==> src/rtl/uart_rx.sv <==
// 8N1 UART receiver: two-flop input synchroniser, centre-sampling bit FSM,
// and a valid/ack output register with framing-error and overrun pulses.
module uart_rx #(
    parameter int FREQ_CLKIN = 100_000_000,
    parameter int BAUD_RATE  = 9600
) (
    input  logic       clk,
    input  logic       rst_n,
    input  logic       rxd,
    output logic [7:0] rx_data,
    output logic       rx_valid,
    input  logic       rx_ack,
    output logic       rx_frame_err,
    output logic       rx_overrun
);

    localparam int BIT_CNT   = FREQ_CLKIN / BAUD_RATE;
    localparam int HALF_CNT  = BIT_CNT / 2;
    localparam int CNT_WIDTH = $clog2(BIT_CNT);

    localparam logic [CNT_WIDTH-1:0] BIT_LAST  = CNT_WIDTH'(BIT_CNT - 1);
    localparam logic [CNT_WIDTH-1:0] HALF_LAST = CNT_WIDTH'(HALF_CNT - 1);

    localparam logic [2:0] IDLE  = 3'd0;
    localparam logic [2:0] START = 3'd1;
    localparam logic [2:0] DATA  = 3'd2;
    localparam logic [2:0] STOP  = 3'd3;
    localparam logic [2:0] BREAK = 3'd4;

    logic [1:0]           sync_q;
    logic                 rxd_s;
    logic [2:0]           state_q, state_d;
    logic [CNT_WIDTH-1:0] cnt_q, cnt_d;
    logic [2:0]           idx_q, idx_d;
    logic [7:0]           shift_q, shift_d;
    logic [7:0]           data_q, data_d;
    logic                 valid_q, valid_d;
    logic                 ferr_q, ferr_d;
    logic                 ovr_q, ovr_d;
    logic                 byte_done;

    assign rxd_s = sync_q[1];

    always_comb begin
        state_d   = state_q;
        cnt_d     = cnt_q;
        idx_d     = idx_q;
        shift_d   = shift_q;
        data_d    = data_q;
        valid_d   = valid_q;
        ferr_d    = 1'b0;
        ovr_d     = 1'b0;
        byte_done = 1'b0;

        case (state_q)
            IDLE: begin
                cnt_d = '0;
                if (!rxd_s) state_d = START;
            end
            // Re-check the start bit at its centre to reject short glitches.
            START: begin
                cnt_d = cnt_q + 1'b1;
                if (cnt_q == HALF_LAST) begin
                    cnt_d = '0;
                    idx_d = '0;
                    state_d = rxd_s ? IDLE : DATA;
                end
            end
            DATA: begin
                cnt_d = cnt_q + 1'b1;
                if (cnt_q == BIT_LAST) begin
                    cnt_d = '0;
                    shift_d[idx_q] = rxd_s;
                    idx_d = idx_q + 3'd1;
                    if (idx_q == 3'd7) state_d = STOP;
                end
            end
            STOP: begin
                cnt_d = cnt_q + 1'b1;
                if (cnt_q == BIT_LAST) begin
                    cnt_d = '0;
                    if (rxd_s) begin
                        byte_done = 1'b1;
                        state_d   = IDLE;
                    end else begin
                        ferr_d  = 1'b1;
                        state_d = BREAK;
                    end
                end
            end
            // A line held low after a bad stop bit must not look like new starts.
            BREAK: begin
                cnt_d = '0;
                if (rxd_s) state_d = IDLE;
            end
            default: begin
                cnt_d   = '0;
                state_d = IDLE;
            end
        endcase

        if (byte_done) begin
            data_d  = shift_q;
            valid_d = 1'b1;
            ovr_d   = valid_q && !rx_ack;
        end else if (rx_ack && valid_q) begin
            valid_d = 1'b0;
        end
    end

    always_ff @(posedge clk) begin
        if (!rst_n) begin
            sync_q  <= 2'b11;
            state_q <= IDLE;
            cnt_q   <= '0;
            idx_q   <= '0;
            data_q  <= 8'h00;
            valid_q <= 1'b0;
            ferr_q  <= 1'b0;
            ovr_q   <= 1'b0;
        end else begin
            sync_q  <= {sync_q[0], rxd};
            state_q <= state_d;
            cnt_q   <= cnt_d;
            idx_q   <= idx_d;
            data_q  <= data_d;
            valid_q <= valid_d;
            ferr_q  <= ferr_d;
            ovr_q   <= ovr_d;
        end
    end

    always_ff @(posedge clk) begin
        shift_q <= shift_d;
    end

    assign rx_data      = data_q;
    assign rx_valid     = valid_q;
    assign rx_frame_err = ferr_q;
    assign rx_overrun   = ovr_q;

endmodule

==> config.mk <==
export PLATFORM = sky130hd
export DESIGN_NAME = uart_rx
export DESIGN_NICKNAME = d
export VERILOG_FILES = /design/src/rtl/uart_rx.sv
export SDC_FILE = /design/constraint.sdc
export NUM_CORES = 1
export LEC_CHECK = 0
export ABC_AREA = 1
export CORE_AREA = 2 2 61 63
export CTS_CLUSTER_DIAMETER = 30
export DETAILED_ROUTE_END_ITERATION = 10
export DIE_AREA = 0 0 63 65
export PLACE_DENSITY_LB_ADDON = 0.25
export SYNTH_ARGS = -nofsm -noshare
export SYNTH_HDL_FRONTEND = slang
export SYNTH_SLANG_ARGS = --single-unit
==> constraint.sdc <==
create_clock -name clk -period 3.85 [get_ports clk]
set_input_delay 0.5775 -clock clk [delete_from_list [all_inputs] [get_ports clk]]
set_output_delay 0.5775 -clock clk [all_outputs]
set_load 0.03 [all_outputs]
# Word level (Yosys, flattened, before mapping)
# Index checks and enable logic that the tools add are counted.
dict set report totals {
  word_cells 63
  in_bits 4
  register_bits 41
}
dict set report classes {
  n_reduce_logical 13
  n_addsub 2
  muxes 24
  n_lt_le_gt_ge 2
  eq_ne 13
}
# cell n
set ops {}
lappend ops {{two-way mux 14 bit} 2}
lappend ops {{one-hot mux 14 bit (2 select lines)} 1}
lappend ops {{two-way mux 3 bit} 9}
lappend ops {{one-hot mux 3 bit (5 select lines)} 1}
lappend ops {{adder 14 x 1 -> 14 bit (second input constant)} 1}
lappend ops {{== test 14 x 13 -> 1 bit (second input constant)} 1}
lappend ops {{== test 14 bit (second input constant)} 1}
lappend ops {{!= test 2 bit (second input constant)} 6}
lappend ops {{bitwise mux 8 bit} 1}
lappend ops {{two-way mux 1 bit} 7}
lappend ops {{== test 3 x 2 -> 1 bit (second input constant)} 2}
lappend ops {{== test 3 bit (second input constant)} 2}
lappend ops {{one-hot mux 3 bit (2 select lines)} 1}
lappend ops {{AND reduction 3 bit} 2}
lappend ops {{AND reduction 6 bit} 1}
lappend ops {{< comparator 3 x 4 -> 1 bit (second input constant)} 1}
lappend ops {{AND reduction 2 bit} 2}
lappend ops {{nonzero test 2 bit} 2}
lappend ops {{adder 3 x 1 -> 3 bit (second input constant)} 1}
lappend ops {{demux 1 bit (select 3 bit)} 1}
lappend ops {{== test 3 x 1 -> 1 bit (second input constant)} 1}
lappend ops {{>= comparator 3 x 1 -> 1 bit (second input constant)} 1}
lappend ops {{logical AND 1 bit} 3}
lappend ops {{zero test 3 bit} 1}
lappend ops {{3 further kinds} 3}

# Logic depth before layout (Yosys ltp)
dict set report depth {
  ltp_word 5
  depth_mapped 10
  depth_no_buf 10
}

# Worst setup path after synthesis
# OpenSTA, ideal clock, no wires.
dict set report synth_path {
  path_type {register to register}
  start {register cnt_q[0]}
  end {register shift_q[0] (enable)}
  period_less_slack_ns 1.571
  path_slack_ns 2.279
  arrival_time_ns 1.259
  required_time_ns 3.538
  stages_incl_launch_ff 8
  path_cell_list {dfxtp_1 ha_1 nand3_2 nor2_2 nand2_4 nor2_1 nand2_1 nor3_1}
}
dict set report synth_between {
  elab_chain_len 2
}
# item line_no
set synth_rtl {}
lappend synth_rtl {{start: declaration} 33} ;# logic [CNT_WIDTH-1:0] cnt_q, cnt_d;
lappend synth_rtl {{start signal: assignment} 124} ;# cnt_q <= cnt_d;
lappend synth_rtl {{== test 14 bit} 71} ;# if (cnt_q == BIT_LAST) begin
lappend synth_rtl {{AND reduction 2 bit (no line)} -}
lappend synth_rtl {{end signal: assignment} 134} ;# shift_q <= shift_d;
lappend synth_rtl {{end: declaration} 35} ;# logic [7:0] shift_q, shift_d;
# No other way between the ends.
# A chain may end at the register's enable or synchronous reset.

# Worst setup path in the final report
dict set report layout_path {
  start {register data_q[0], in the netlist rx_data[0]}
  end {output rx_data[0]}
}
# item line_no
set layout_rtl {}
lappend layout_rtl {{start: declaration} 36} ;# logic [7:0] data_q, data_d;
lappend layout_rtl {{start signal: assignment} 126} ;# data_q <= data_d;
lappend layout_rtl {{end: declaration} 10} ;# output logic [7:0] rx_data,
# No word-level cell between the ends.

==> flow_metrics.tcl <==
set metrics [dict create \
    outcome "completed" \
    antenna_found_initial 0 \
    design_area_mm2 0.00202 \
    critPathLaunch "rx_data[0]" \
    syn_inst 216 \
    worst_pin_slew_ns 0.523 \
    path_cells "clkdlybuf4s50_1" \
    vias 1394 \
    period_share_pct 50.5 \
    cp_num_cells 1 \
    coreArea_mm2 0.00350 \
    dr.pass1.iters 4 \
    holdPathStages 1 \
    synth_fp_nets 223 \
    slowest_delay_ns 0.67 \
    num_rows 22 \
    p_leak_nw 0.730 \
    cp.required_ns 3.27 \
    grt_pass1_wl_mm 5.52 \
    cp_max_fo 2 \
    clock_path_buffers 2 \
    ys_seq_area_share_pct 50.6 \
    diodes 0 \
    drt_wl_total_mm 3.05 \
    drv_cap 0 \
    p_per_area_mw_per_mm2 434 \
    min_path_type "reg -> reg" \
    syn_avg_cell_area_um2 8.24 \
    start_kind "flip-flop" \
    ios 15 \
    rrSetupSlack_ns 2.07 \
    drive_above_1_share_pct 10.2 \
    grt_setup_unrepaired "false" \
    grt_start_max_net_pins 15 \
    cts_setup_buffers 0 \
    hpwlAfterDp_mm 2.25 \
    grt-ovfl-total 0 \
    nets 242 \
    ctsResizeCount 0 \
    fin_setup_tns_ns 0 \
    timing.rr.start "cnt_q[0]" \
    use_met1_pct 19.0 \
    grtUsageMet3_pct 4.34 \
    syn_to_final_growth_pct 13.7 \
    p_total_mw 0.879 \
    top_usage_layer "met2" \
    ctsHoldBuffers 0 \
    hold_path.startpoint "sync_q[0]" \
    period_minus_slack_ns 1.94 \
    grt_usage_pct 17.5 \
    cts_root_buf "clkbuf_4" \
    fp.dieW_um 63 \
    clock_sinks 41 \
    clkSlewWorstSetupHoldPaths_ns 0.12 \
    via_per_inst 4.91 \
    crit_slowest_cell "clkdlybuf4s50_1" \
    synth-seq-cells 41 \
    cts_tree "built" \
    slew_violations 0 \
    max_freq_mhz 514 \
    r2r.worst_path.cells 7 \
    wl_per_cell_um 10.7 \
    hold_viol 0 \
    layout_commonest_cell "nor2_1" \
    crit_type "reg -> out" \
    slew_headroom_pct 65.0 \
    die-area_mm2 0.00410 \
    final_cell_mix "48 x nor2_1, 33 x dfxtp_1, 27 x nand2_1" \
    crit_path_end_kind "primary output" \
    arrival_ns 1.37 \
    met2_usage_pct 29.9 \
    skew_ns 0.00740 \
    critical_path.top_delay_family "buffers and inverters" \
    yosys_warnings 0 \
    clk_latency_ns 0.35 \
    synth_area_mm2 0.00178 \
    placed_area_mm2 0.00197 \
    place.gp.congestion 0.819 \
    die_h_um 65 \
    peakVddDrop_v 0.000209 \
    drt_iter0_drc 48 \
    grt_pass1_vias 1333 \
    drc 0 \
    cts_made_buffers 5 \
    setup_viol 0 \
    start_util_pct 50.9 \
    synthDistinctLibCells 29 \
    ant_nets 0 \
    portBuffers 14 \
    critPathBufInv 1 \
    htree_num_levels 2 \
]
==> flip-flops by register name (all words and copies together), names as in the netlist <==
name,cells
cnt_q,14
rx_data,8
shift_q,8
idx_q,3
state_q,3
sync_q,2
rx_frame_err,1
rx_overrun,1
rx_valid,1
==> path summary, 6_finish.rpt <==
check                                   to
worst max-delay path            rx_data[0]
worst min-delay path             sync_q[1]
worst max register to register  shift_q[2]
worst min register to register   sync_q[1]
==> per-layer routing <==
metal,part of all wire (%),vias to the layer above
met5,0,-
met4,3.4,0
met3,3.9,12
met2,47,25
met1,46,615
li1,-,742
==> layout make-up <==
type | count | area, um^2
timing repair buffer | 14 | 140
clock buffer | 5 | 37.5
multi-input combinational | 149 | 776
sequential | 41 | 901
tap | 48 | 60.1
fill | 331 | 1470
clock inverter | 3 | 17.5
inverter | 24 | 92.6
==> Yosys cell counts <==
master | instances | area (um^2)
a21oi_2 | 1 | 8.76
nand3b_1 | 1 | 7.51
nor3b_2 | 1 | 12.5
dfxtp_1 | 33 | 661
ha_1 | 3 | 37.5
nor3_4 | 1 | 16.3
nor2_2 | 5 | 31.3
xnor2_1 | 2 | 17.5
nand4_1 | 5 | 31.3
nor3_1 | 11 | 55.1
or2_2 | 2 | 12.5
nor4_1 | 1 | 6.26
clkbuf_1 | 1 | 3.75
buf_4 | 1 | 7.51
xor2_1 | 5 | 43.8
o21ai_0 | 10 | 50.1
o21ai_1 | 1 | 5.00
inv_4 | 1 | 6.26
nand2_1 | 27 | 101
o21bai_1 | 1 | 7.51
nand3_1 | 11 | 55.1
inv_1 | 23 | 86.3
edfxtp_1 | 8 | 240
o21ai_2 | 2 | 17.5
nand3_2 | 2 | 20.0
a21oi_1 | 5 | 25.0
nor2_1 | 48 | 180
nand2_4 | 1 | 11.3
nor3b_1 | 3 | 22.5
==> cells by family after synthesis <==
family	Yosys count	share of synthesized area, %
buffers and inverters	26	5.83
XOR/XNOR	7	3.44
AND/OR/NAND/NOR	119	31.6
adder cells (fa/ha/maj)	3	2.11
flip-flops	41	50.6
AO/OA/AOI/OAI	20	6.39
==> report_power, final <==
| group | switching (mW) | internal, mW |
|---|---|---|
| Clock | 0.140 | 0.0689 |
| Combinational | 0.137 | 0.0573 |
| Sequential | 0.0164 | 0.458 |
| Total | 0.294 | 0.584 |
==> stage by stage <==
step	setup WS, ns	utilization (%)	std cells	hold slack, ns
after detailed placement	1.67	56.3	276	0.406
after global placement	1.72	56.3	276	0.395
after CTS	1.88	57.9	284	0.429
after floorplan	2.28	-	216	0.393
after global routing	1.83	57.9	284	0.454
final	1.91	57.9	284	0.429
No activity file was read; power rests on OpenSTA's default activity.
